### src/rtl/traffic_pkg.sv
`default_nettype none
// ============================================================================
// Module      : traffic_pkg
// Description : Encodings shared by the local-road car detector and the
//               traffic light controller: one-hot light codes, the loop
//               debounce state type and a red-light classification helper.
// Ports       : none (package)
// Revision    : 1.0 - initial release
// ============================================================================
package traffic_pkg;

    localparam logic [2:0] LIGHT_GREEN  = 3'b100;
    localparam logic [2:0] LIGHT_YELLOW = 3'b010;
    localparam logic [2:0] LIGHT_RED    = 3'b001;

    typedef enum logic [1:0] {
        DB_LOW     = 2'd0,
        DB_CONF_HI = 2'd1,
        DB_HIGH    = 2'd2,
        DB_CONF_LO = 2'd3
    } db_state_e;

    // Anything that is not a clean green or yellow is treated as red, so a
    // corrupted light bus can never hide a red-light runner.
    function automatic logic light_is_red(input logic [2:0] light);
        return (light != LIGHT_GREEN) && (light != LIGHT_YELLOW);
    endfunction

endpackage : traffic_pkg
`default_nettype wire

### src/rtl/lr_car_detector_loop.sv
`default_nettype none
// ============================================================================
// Module      : loop_debouncer
// Description : Conditioning path for one inductive loop: 2-flop
//               synchronizer, debounce FSM, rising-edge event pulse on the
//               filtered level and a stuck-high detector.
// Ports       : clk      in  clock
//               rst_n    in  synchronous active-low reset
//               loop_i   in  raw asynchronous loop level (1 = metal)
//               ev_o     out registered one-cycle pulse, filtered level rose
//               stuck_o  out filtered level high for more than STUCK_CYC
// Revision    : 1.0 - initial release
// ============================================================================
module loop_debouncer
    import traffic_pkg::*;
#(
    parameter int DEBOUNCE  = 4,
    parameter int STUCK_CYC = 255
) (
    input  logic clk,
    input  logic rst_n,
    input  logic loop_i,
    output logic ev_o,
    output logic stuck_o
);

    localparam int DB_W = (DEBOUNCE > 1) ? $clog2(DEBOUNCE) : 1;
    localparam int ST_W = $clog2(STUCK_CYC + 2);

    localparam logic [DB_W-1:0] DB_LAST  = DB_W'(DEBOUNCE - 1);
    localparam logic [ST_W-1:0] ST_LIMIT = ST_W'(STUCK_CYC);
    localparam logic [ST_W-1:0] ST_MAX   = '1;

    logic              sync1_q;
    logic              sync2_q;
    db_state_e         state_q, state_d;
    logic [DB_W-1:0]   db_cnt_q, db_cnt_d;
    logic              ev_q, ev_d;
    logic [ST_W-1:0]   stuck_cnt_q, stuck_cnt_d;
    logic              filt_w;

    assign filt_w = (state_q == DB_HIGH) || (state_q == DB_CONF_LO);

    always_ff @(posedge clk) begin
        if (!rst_n) begin
            sync1_q     <= 1'b0;
            sync2_q     <= 1'b0;
            state_q     <= DB_LOW;
            db_cnt_q    <= '0;
            ev_q        <= 1'b0;
            stuck_cnt_q <= '0;
        end else begin
            sync1_q     <= loop_i;
            sync2_q     <= sync1_q;
            state_q     <= state_d;
            db_cnt_q    <= db_cnt_d;
            ev_q        <= ev_d;
            stuck_cnt_q <= stuck_cnt_d;
        end
    end

    // db_cnt holds how many consecutive confirming samples have been seen;
    // the transition fires on the DEBOUNCE-th one (the entering sample counts).
    always_comb begin
        state_d  = state_q;
        db_cnt_d = db_cnt_q;
        unique case (state_q)
            DB_LOW: begin
                if (sync2_q) begin
                    if (DEBOUNCE == 1) begin
                        state_d = DB_HIGH;
                    end else begin
                        state_d  = DB_CONF_HI;
                        db_cnt_d = DB_W'(1);
                    end
                end
            end
            DB_CONF_HI: begin
                if (!sync2_q) begin
                    state_d  = DB_LOW;
                    db_cnt_d = '0;
                end else if (db_cnt_q == DB_LAST) begin
                    state_d  = DB_HIGH;
                    db_cnt_d = '0;
                end else begin
                    db_cnt_d = db_cnt_q + DB_W'(1);
                end
            end
            DB_HIGH: begin
                if (!sync2_q) begin
                    if (DEBOUNCE == 1) begin
                        state_d = DB_LOW;
                    end else begin
                        state_d  = DB_CONF_LO;
                        db_cnt_d = DB_W'(1);
                    end
                end
            end
            DB_CONF_LO: begin
                if (sync2_q) begin
                    state_d  = DB_HIGH;
                    db_cnt_d = '0;
                end else if (db_cnt_q == DB_LAST) begin
                    state_d  = DB_LOW;
                    db_cnt_d = '0;
                end else begin
                    db_cnt_d = db_cnt_q + DB_W'(1);
                end
            end
            default: begin
                state_d  = DB_LOW;
                db_cnt_d = '0;
            end
        endcase
    end

    // Event only when filtered goes 0->1; CONF_LO->HIGH is a recovered
    // glitch on an already-present vehicle and must not count again.
    assign ev_d = (state_d == DB_HIGH) && !filt_w;

    // Saturating counter: all-ones is above STUCK_CYC, so the fault
    // condition persists for as long as the loop stays high.
    always_comb begin
        stuck_cnt_d = '0;
        if (filt_w) begin
            stuck_cnt_d = (stuck_cnt_q == ST_MAX) ? ST_MAX : stuck_cnt_q + ST_W'(1);
        end
    end

    assign ev_o    = ev_q;
    assign stuck_o = (stuck_cnt_q > ST_LIMIT);

endmodule : loop_debouncer
`default_nettype wire

### src/rtl/lr_car_detector.sv
`default_nettype none
// ============================================================================
// Module      : lr_car_detector
// Description : Local-road vehicle presence front end. Counts vehicles
//               between the arrival and stop-line loops, flags red-light
//               runners and forces lr_has_car when a loop is stuck high.
// Ports       : clk          in  clock
//               rst_n        in  synchronous active-low reset
//               arr_loop     in  raw arrival loop
//               dep_loop     in  raw stop-line loop
//               lr_light     in  [2:0] one-hot light, [2]=G [1]=Y [0]=R
//               lr_has_car   out queue non-empty or sensor fault
//               queue_cnt    out [CNT_W-1:0] saturating vehicle count
//               queue_full   out queue_cnt at maximum
//               red_run      out pulse, departure while light is red
//               sensor_fault out sticky stuck-loop flag
// Revision    : 1.0 - initial release
// ============================================================================
module lr_car_detector
    import traffic_pkg::*;
#(
    parameter int DEBOUNCE  = 4,
    parameter int CNT_W     = 4,
    parameter int STUCK_CYC = 255
) (
    input  logic             clk,
    input  logic             rst_n,
    input  logic             arr_loop,
    input  logic             dep_loop,
    input  logic [2:0]       lr_light,
    output logic             lr_has_car,
    output logic [CNT_W-1:0] queue_cnt,
    output logic             queue_full,
    output logic             red_run,
    output logic             sensor_fault
);

    localparam logic [CNT_W-1:0] CNT_MAX = '1;

    logic             arr_ev, dep_ev;
    logic             arr_stuck, dep_stuck;

    logic [CNT_W-1:0] cnt_q, cnt_d;
    logic             has_car_q, has_car_d;
    logic             full_q, full_d;
    logic             red_run_q, red_run_d;
    logic             fault_q, fault_d;

    loop_debouncer #(
        .DEBOUNCE  (DEBOUNCE),
        .STUCK_CYC (STUCK_CYC)
    ) u_arr_loop (
        .clk     (clk),
        .rst_n   (rst_n),
        .loop_i  (arr_loop),
        .ev_o    (arr_ev),
        .stuck_o (arr_stuck)
    );

    loop_debouncer #(
        .DEBOUNCE  (DEBOUNCE),
        .STUCK_CYC (STUCK_CYC)
    ) u_dep_loop (
        .clk     (clk),
        .rst_n   (rst_n),
        .loop_i  (dep_loop),
        .ev_o    (dep_ev),
        .stuck_o (dep_stuck)
    );

    // A simultaneous arrival and departure cancel out, which also keeps the
    // count stable at both the saturation and the empty boundaries.
    always_comb begin
        cnt_d = cnt_q;
        if (arr_ev && !dep_ev && (cnt_q != CNT_MAX)) begin
            cnt_d = cnt_q + CNT_W'(1);
        end else if (dep_ev && !arr_ev && (cnt_q != '0)) begin
            cnt_d = cnt_q - CNT_W'(1);
        end
    end

    assign fault_d   = fault_q | arr_stuck | dep_stuck;
    assign red_run_d = dep_ev & light_is_red(lr_light);
    assign full_d    = (cnt_d == CNT_MAX);
    assign has_car_d = (cnt_d != '0) | fault_d;

    always_ff @(posedge clk) begin
        if (!rst_n) begin
            cnt_q     <= '0;
            has_car_q <= 1'b0;
            full_q    <= 1'b0;
            red_run_q <= 1'b0;
            fault_q   <= 1'b0;
        end else begin
            cnt_q     <= cnt_d;
            has_car_q <= has_car_d;
            full_q    <= full_d;
            red_run_q <= red_run_d;
            fault_q   <= fault_d;
        end
    end

    assign queue_cnt    = cnt_q;
    assign lr_has_car   = has_car_q;
    assign queue_full   = full_q;
    assign red_run      = red_run_q;
    assign sensor_fault = fault_q;

endmodule : lr_car_detector
`default_nettype wire

### config.mk
export PLATFORM = sky130hd
export DESIGN_NAME = lr_car_detector
export DESIGN_NICKNAME = d
export VERILOG_FILES = /design/src/rtl/traffic_pkg.sv /design/src/rtl/lr_car_detector_loop.sv /design/src/rtl/lr_car_detector.sv
export SDC_FILE = /design/constraint.sdc
export NUM_CORES = 1
export LEC_CHECK = 0
export BUFFER_PORTS_ARGS = -buffer_cell sky130_fd_sc_hd__buf_2
export CORE_UTILIZATION = 62
export DETAILED_ROUTE_END_ITERATION = 7
export GPL_TIMING_DRIVEN = 0
export PLACE_DENSITY_LB_ADDON = 0.1
export SLEW_MARGIN = 20
export SYNTH_ARGS = -nofsm -noshare
export SYNTH_HDL_FRONTEND = slang
export SYNTH_SLANG_ARGS = --single-unit
export TNS_END_PERCENT = 20
### constraint.sdc
create_clock -name clk -period 2.7 [get_ports clk]
set_input_delay 0.135 -clock clk [delete_from_list [all_inputs] [get_ports clk]]
set_output_delay 0.135 -clock clk [all_outputs]
set_load 0.02 [all_outputs]
==> results of run 1 <==
## placed cells by master (no fill, tap or decap), drive strengths merged, types with 5 or more instances in the layout
cell / count
and2: 6
clkbuf: 10
nor2: 16
nand3: 10
and3: 9
nand2: 14
ha: 6
a21oi: 19
buf: 14
xnor2: 10
xor2: 5
dfxtp: 40
nor3: 8
inv: 8
## state kept, by name, indices dropped and copies added, names as in the netlist, 2 cells and up
name	flops
u_dep_loop.stuck_cnt_q	9
u_dep_loop.state_q	2
queue_cnt	4
u_arr_loop.db_cnt_q	2
u_dep_loop.db_cnt_q	2
u_arr_loop.stuck_cnt_q	9
u_arr_loop.state_q	2
## area by class of cell
type / count / area, sq um
sequential: 40 / 800.8
multi-input combinational: 133 / 842.1
inverter: 8 / 30.03
timing repair buffer: 15 / 85.08
tap: 30 / 37.54
fill: 188 / 655.6
clock buffer: 8 / 58.81
buffer: 3 / 12.51
## per-layer routing
| metal | global-route usage, % | routed length (um) | up-vias |
|---|---|---|---|
| met2 | 43.70 | 1544 | 23 |
| met3 | 7.062 | 116 | 6 |
| met4 | 9.402 | 46 | 0 |
| met1 | 26.05 | 1429 | 609 |
| met5 | 0 | 0 | - |
| li1 | - | - | 690 |
## stage by stage
stage	std cells	hold WS, ps	total power (uW)	utilization [%]	cell area [sq um]
after floorplan	184	262.3	622.6	-	1685
after global placement	227	342.7	629.0	70.88	1788
after detailed placement	227	345.4	629.8	70.88	1788
after CTS	237	23.69	932.7	74.01	1867
after global routing	237	38.69	955.4	74.01	1867
final	237	40.24	922.1	74.01	1867
## cell families (layout without fill, tap and decap cells)
| group | after synthesis | count (layout) | share of synthesized area [%] |
|---|---|---|---|
| muxes | 1 | 1 | 0.5939 |
| adders and majority gates | 6 | 6 | 4.454 |
| AOI/OAI and AO/OA | 38 | 38 | 14.40 |
| and+or+nand+nor | 73 | 73 | 22.72 |
| buffers and inverters | 11 | 34 | 2.524 |
| xor gates and xnor gates | 15 | 15 | 7.795 |
| DFF | 40 | 40 | 47.51 |
## final timing paths
| check | start | endpoint | cells past startpoint |
|---|---|---|---|
| setup / recovery | queue_cnt[0] | queue_full | 6 |
| hold / removal | lr_light[0] | red_run | 2 |
| setup reg to reg | queue_cnt[0] | queue_full | 6 |
| hold reg to reg | u_arr_loop.sync1_q | u_arr_loop.sync2_q | 1 |
## worst register-to-register path: cells and delay by family, from the launching register on
| family | cells | cell delay, ps |
|---|---|---|
| AO/OA/AOI/OAI | 2 | 750 |
| buffers and inverters | 1 | 120 |
| flip-flops | 1 | 460 |
| AND/OR/NAND/NOR | 2 | 180 |
| adder cells (fa/ha/maj) | 1 | 360 |
## power groups by stage
stage | Clock [uW] | Combinational (uW) | Sequential [uW]
floorplan | 0 | 11.4 | 611
global placement | 0 | 17.4 | 612
detailed placement | 0 | 17.9 | 612
CTS | 314 | 20.3 | 598
global route | 333 | 22.8 | 599
finish | 303 | 20.3 | 598
==> metrics.txt, run 1 <==
outcome finished, final reports clean; Seq pwr share 64.9%; Post-CTS Hold Fix Bufs 2; largest net degree at the start of global routing 12; Synth area leader dfxtp_1; synth cell count leaders dfxtp_1, a21oi_1, nor2_1, nand2_1; clock-pin transition on the worst setup and hold timing paths 100 ps; detailed placement HPWL 2.272 mm; Die ar. 2931 sq um; Vias/cell 5.603; DP Worst Slack 800.4 ps; global-route wire length before repair 4.988 mm; Min-Delay Path Class in -> reg; Slew @ Worst Pin 414.9 ps; Initial Utilization 66.82%; Final WS setup 720.5 ps; Core ar. 2522 sq um; Post-synth EDFFs 0; final critical-path required period 1979 ps; post-CTS sizing 0; die outline width 54.14 um; initial antenna violation count 0; flop2flop setup slack 720 ps; Setup CP Type reg -> reg; max frequency 505.2 MHz; Post-synth top flop dfxtp_1; clk_skew 3.229 ps; CP max-delay cell dfxtp_1; critical-path cell list inv_1 -> ha_1 -> o32ai_1 -> nor2_1 -> a211oi_1 -> nor3_1; max_cap viols 0; IO buf count 13; power density over the cells 494.0 nW/um^2; Synth-to-Final Area Change 10.76%; Sw Share 20.43%; Critical Path Start Type flip-flop; Max-slew headroom 72.26%; Num CTS Buffers 5; DR vias 1,328; clock network power share 32.9%; Clock Latency Late Sink 340 ps; Root Buffer clkbuf_4; CTS tree done; CP endpoint kind flip-flop; Setup TNS 0 ps; largest cells by area after synthesis dfxtp_1, a21oi_1, xnor2_1; Placer Congestion 0.7456; Worst VDD drop 507.0 uV; Psw 188.4 uW; Post-CTS Setup Bufs 0; Final ANT Viol Nets 0; CP max FO 7; fin crit share 73.31%; wire length per cell 13.23 um; H-tree depth 2; Yosys cell types 37; async set-reset flop share out of synthesis 0%; RSZ-0062 raised after global routing no; worst path buffer plus inverter count 1; Syn Std Cell Area 1685 sq um; Die Y 54.14 um; syn_nets 197; Final nets 219; CP arrival 2200 ps; Rows 18; total iterations of the first detailed-routing run 7; I/O pin cnt 15; Final Max Slew Viols 0; Final Hold Viols 0; sequential fraction of the synthesis area 47.51%; crit-path max cell delay 460 ps; ant diodes 0; Num Clock Sinks 40; P_int 733.7 uW; Leakage 0.0007653 uW; drt initial violations 15; setup violators final 0; drt drc 0; CTS max path bufs 2; final wirelength 3.136 mm; share of the synthesized area in the top cell type 47.51%; WP data required 2920 ps; GRT Overall Usage 24.18%; Syn Area/Cell 9.160 sq um; Mapped Cells 184; combinational share of power 2.2%; delay-heaviest family, CP compound AO/OA/AOI/OAI gates; YS warnings 0; vias in the first global route 1,233; most frequent cell after synthesis dfxtp_1; GRT overflow 0; fraction of layout cells with a size suffix above 1 12.08%; FF+latch count, synth 40
No activity file was read; power rests on OpenSTA's default activity.
==> run 2: changes to the inputs <==
--- a/config.mk
+++ b/config.mk
@@ -6,7 +6,7 @@
 export NUM_CORES = 1
 export LEC_CHECK = 0
 export BUFFER_PORTS_ARGS = -buffer_cell sky130_fd_sc_hd__buf_2
-export CORE_UTILIZATION = 62
+export CORE_UTILIZATION = 57
 export DETAILED_ROUTE_END_ITERATION = 7
 export GPL_TIMING_DRIVEN = 0
 export PLACE_DENSITY_LB_ADDON = 0.1
==> constraint.sdc (replaced) <==
create_clock -name clk -period 2.1 [get_ports clk]
set_input_delay 0.105 -clock clk [delete_from_list [all_inputs] [get_ports clk]]
set_output_delay 0.105 -clock clk [all_outputs]
set_load 0.02 [all_outputs]
==> run 2 against run 1 <==
Critical path depth unchanged. Cell count up 0.84%. Design area up 0.60%. Count of clock-buffer cells in the layout unchanged. Register-to-register slack worse by 500 ps. Hold slack better by 66 ps. Flip-flop and latch count unchanged. Non-clock buffer count up 1. Sequential share of layout area down 0.26 points. Utilization down 6.5 points. Routed wire length down 0.73%. Clock power up 27%. Largest cell class unchanged. Largest power group unchanged.
==> metrics.txt, run 2 (synthesis gave the netlist of run 1 again) <==
outcome finished, final reports clean; Core ar. 2781 sq um; vias in the first global route 1,314; combinational share of power 2.4%; max_cap viols 0; Final Hold Viols 0; I/O pin cnt 15; H-tree depth 2; max frequency 532.1 MHz; Synth-to-Final Area Change 11.43%; power density over the cells 629.5 nW/um^2; ant diodes 0; initial antenna violation count 0; Final nets 220; Critical Path Start Type flip-flop; IO buf count 13; most frequent cells in the layout dfxtp_1, a21oi_1, nor2_1; Die ar. 3178 sq um; post-CTS sizing 0; RSZ-0062 raised after global routing no; setup violators final 0; most common cell after layout, fill and taps aside dfxtp_1; WP data required 2320 ps; clock-pin transition on the worst setup and hold timing paths 100 ps; Num Clock Sinks 40; Die Y 56.38 um; final critical-path required period 1879 ps; DP Area 1789 sq um; Initial Utilization 60.59%; Setup TNS 0 ps; hold depth 3; Vias/cell 5.762; Final ANT Viol Nets 0; Clock Latency Late Sink 330 ps; Slew @ Worst Pin 365.9 ps; die outline width 56.38 um; CTS max path bufs 2; P_int 944.5 uW; drt drc 0; fin crit share 89.49%; fraction of layout cells with a size suffix above 1 12.02%; final wirelength 3.113 mm; total iterations of the first detailed-routing run 4; Setup CP Type reg -> reg; GRT overflow 0; Placer Congestion 0.8848; Sw Share 20.12%; wire length per cell 13.03 um; M1 WL 1.339 mm; Min-Delay Path Class in -> reg; Worst VDD drop 655.4 uV; filler cell count 230; Highest Signal Layer met4; global-route wire length before repair 5.271 mm; CP arrival 2100 ps; CP endpoint kind flip-flop; post-route cell area 1878 sq um; CP max FO 7; largest net degree at the start of global routing 12; Max-slew headroom 75.60%; Seq pwr share 65.1%; CTS tree done; Rows 19; Psw 237.8 uW; total power 1182 uW; WL met2 1.614 mm; detailed placement HPWL 2.263 mm; drt initial violations 76; hold_ws 106.7 ps; R2R cell count 6; DR vias 1,377; Root Buffer clkbuf_4; WL met3 111 um; Leakage 0.0007695 uW; GRT Overall Usage 21.43%; Post-Route Utilization 67.52%; clock network power share 32.6%; Final Max Slew Viols 0; clk_skew 4.890 ps; Num CTS Buffers 5
run 2: area by class of cell:
class	count	area [sq um]	area share, %
Tap cell	31	38.79	2.065
Buffer	3	12.51	0.6662
Multi-Input combinational cell	133	842.1	44.84
Inverter	8	30.03	1.599
Timing Repair Buffer	16	95.09	5.063
Clock buffer	8	58.81	3.131
Sequential cell	40	800.8	42.64
run 2: path summary, 6_finish.rpt:
kind / end / start / slack (ps)
hold reg to reg: u_arr_loop.sync2_q / u_arr_loop.sync1_q / 440
setup / recovery: queue_full / queue_cnt[0] / 220
setup reg to reg: queue_full / queue_cnt[0] / 220
hold / removal: red_run / lr_light[2] / 110
run 2: routing by layer:
| layer | up-vias | track usage, % |
|---|---|---|
| met5 | - | 0 |
| met3 | 7 | 5.300 |
| met2 | 28 | 38.61 |
| met4 | 0 | 9.756 |
| met1 | 644 | 23.56 |
| li1 | 698 | - |
run 2: per-stage QoR:
step,setup WS (ps),instances
after global placement,291.9,228
after global routing,106.0,239
final,220.8,239
after CTS,235.5,239
after floorplan,327.1,184
after detailed placement,248.6,228
run 2: what timing repair did:
action / in CTS / in global routing
hold endpoints to repair: 3 / 0
hold buffers: 3 / 0
buffers inserted: 0 / 0
run 2: critical path, cell delays in order, from the launching register on:
cell,delay [ps]
dfxtp_1,460
inv_1,110
ha_1,350
o32ai_1,360
nor2_1,90
a211oi_1,300
nor3_1,100
run 2: power by group through the flow:
stage	sequential [uW]	combinational (uW)	clock [uW]
3_5_place_dp	787	23.3	0
6_report	769	27.8	385
3_3_place_gp	786	22.3	0
4_1_cts	769	27.6	396
2_1_floorplan	786	14.7	0
5_1_grt	770	31.7	420
==> run 3: changes to the inputs <==
--- a/config.mk
+++ b/config.mk
@@ -6,7 +6,9 @@
 export NUM_CORES = 1
 export LEC_CHECK = 0
 export BUFFER_PORTS_ARGS = -buffer_cell sky130_fd_sc_hd__buf_2
-export CORE_UTILIZATION = 57
+export CELL_PAD_IN_SITES_DETAIL_PLACEMENT = 2
+export CELL_PAD_IN_SITES_GLOBAL_PLACEMENT = 2
+export CORE_UTILIZATION = 36
 export DETAILED_ROUTE_END_ITERATION = 7
 export GPL_TIMING_DRIVEN = 0
 export PLACE_DENSITY_LB_ADDON = 0.1
==> run 3 against run 2 <==
Clock skew grew 2.7 ps. Combinational power shrank 9.7%. Register-to-register slack lost 50 ps. Non-clock buffer count down 3. Global-route usage is 3.3 points lower. Critical path type unchanged.
==> metrics.txt, run 3 (synthesis gave the netlist of run 1 again) <==
Root Buffer clkbuf_8; CTS max path bufs 2; H-tree depth 2; RSZ-0062 raised after global routing no; outcome finished, final reports clean; flop2flop setup slack 170 ps; GRT Overall Usage 18.14%; Die ar. 4959 sq um; drt initial violations 48; global-route wire length before repair 7.031 mm; DR vias 1,366; Most Crowded Layer GR met2; Min-Delay Path Class in -> reg; largest net degree at the start of global routing 12; post-route insts no fill 256; placed insts 249; total iterations of the first detailed-routing run 4; Final Max Slew Viols 0; die outline width 70.42 um; Clock Latency Late Sink 290 ps; Leakage 0.0007748 uW; Rows 24; drt drc 0; HP Start arr_loop; Post-Route Utilization 43.31%; final critical-path required period 1934 ps; post-CTS sizing 0; fin crit share 92.10%; max_cap viols 0; Vias/cell 5.336; Slew @ Worst Pin 412.0 ps; CP arrival 2100 ps; Max-slew headroom 72.53%; fraction of layout cells with a size suffix above 1 12.75%; Initial Utilization 38.18%; met1 Use GR 21.38%; Synth-to-Final Area Change 13.44%; GRT overflow 0; Placer Congestion 0.7208; initial antenna violation count 0; clk_skew 7.565 ps; Num Clock Sinks 40; WP data required 2260 ps; met3 Use GR 4.329%; detailed placement HPWL 3.155 mm; met2 Use GR 31.96%; ant diodes 0; Setup CP Type reg -> reg; CP max FO 7; clock-pin transition on the worst setup and hold timing paths 70 ps; max frequency 517.0 MHz; final wirelength 4.031 mm; I/O pin cnt 15; wire length per cell 15.75 um; Num CTS Buffers 5; vias in the first global route 1,488; Final Hold Viols 0; Die Y 70.42 um; CP endpoint kind flip-flop; Post-CTS Setup Bufs 0; Post-CTS Hold Fix Bufs 0; power density over the cells 699.9 nW/um^2; setup violators final 0; IO buf count 13; Setup TNS 0 ps; worst r2r src queue_cnt[0]; CP Launch Point queue_cnt[0]; filler cell count 491; Final nets 217; Critical Path Start Type flip-flop; Worst VDD drop 401.4 uV; most frequent cells in the layout dfxtp_1, a21oi_1, nor2_1; most common cell after layout, fill and taps aside dfxtp_1; Final ANT Viol Nets 0; Core ar. 4414 sq um; CTS tree done
[run 3: cell count changes in the layout (fill, tap and decap cells not counted), sizes merged]
| cell | change |
|---|---|
| dlygate4sd3 | -3 |
| clkbuf | -1 |
[run 3: path summary, 6_finish.rpt]
kind | endpoint | cells past startpoint
worst max-delay path | queue_full | 6
worst min-delay path | u_arr_loop.sync1_q | 2
worst max register to register | queue_full | 6
worst min register to register | u_arr_loop.sync2_q | 1
[run 3: where the power goes]
part	internal, uW	total [uW]	switching, uW
clock network	292	543	251
logic	10.8	25.1	14.3
registers	765	770	4.87
total	1070	1340	270
[run 3: through the flow]
stage	hold WS (ps)	area (sq um)	total power (uW)	worst slack, ps
floorplan	232.3	1685	800.5	327.1
detailed placement	321.3	1815	813.4	155.4
finish	18.59	1912	1338	165.8
global route	24.12	1912	1387	44.57
global placement	314.1	1815	809.7	191.5
CTS	12.16	1912	1356	136.1
[run 3: final cells by class]
cell class,instances,area (sq um),share of cell area (%)
Buffer,3,12.51,0.6545
Clock buffer,7,96.34,5.039
Inverter,8,30.03,1.571
Multi-Input combinational cell,133,842.1,44.04
Sequential cell,40,800.8,41.88
Tap cell,52,65.06,3.403
Timing Repair Buffer,13,65.06,3.403
[run 3: critical path: stages (launching register included)]
cell and delay [ps]:
dfxtp_1 450, inv_1 120, ha_1 360, o32ai_1 410, nor2_1 70, a211oi_1 300, nor3_1 110
[run 3: metal layers]
layer	wire [um]	share of wire, %	up-vias
met2	2145	53	13
met3	102	2.5	6
li1	-	-	687
met4	60	1.5	0
met5	0	0	-
met1	1723	43	660
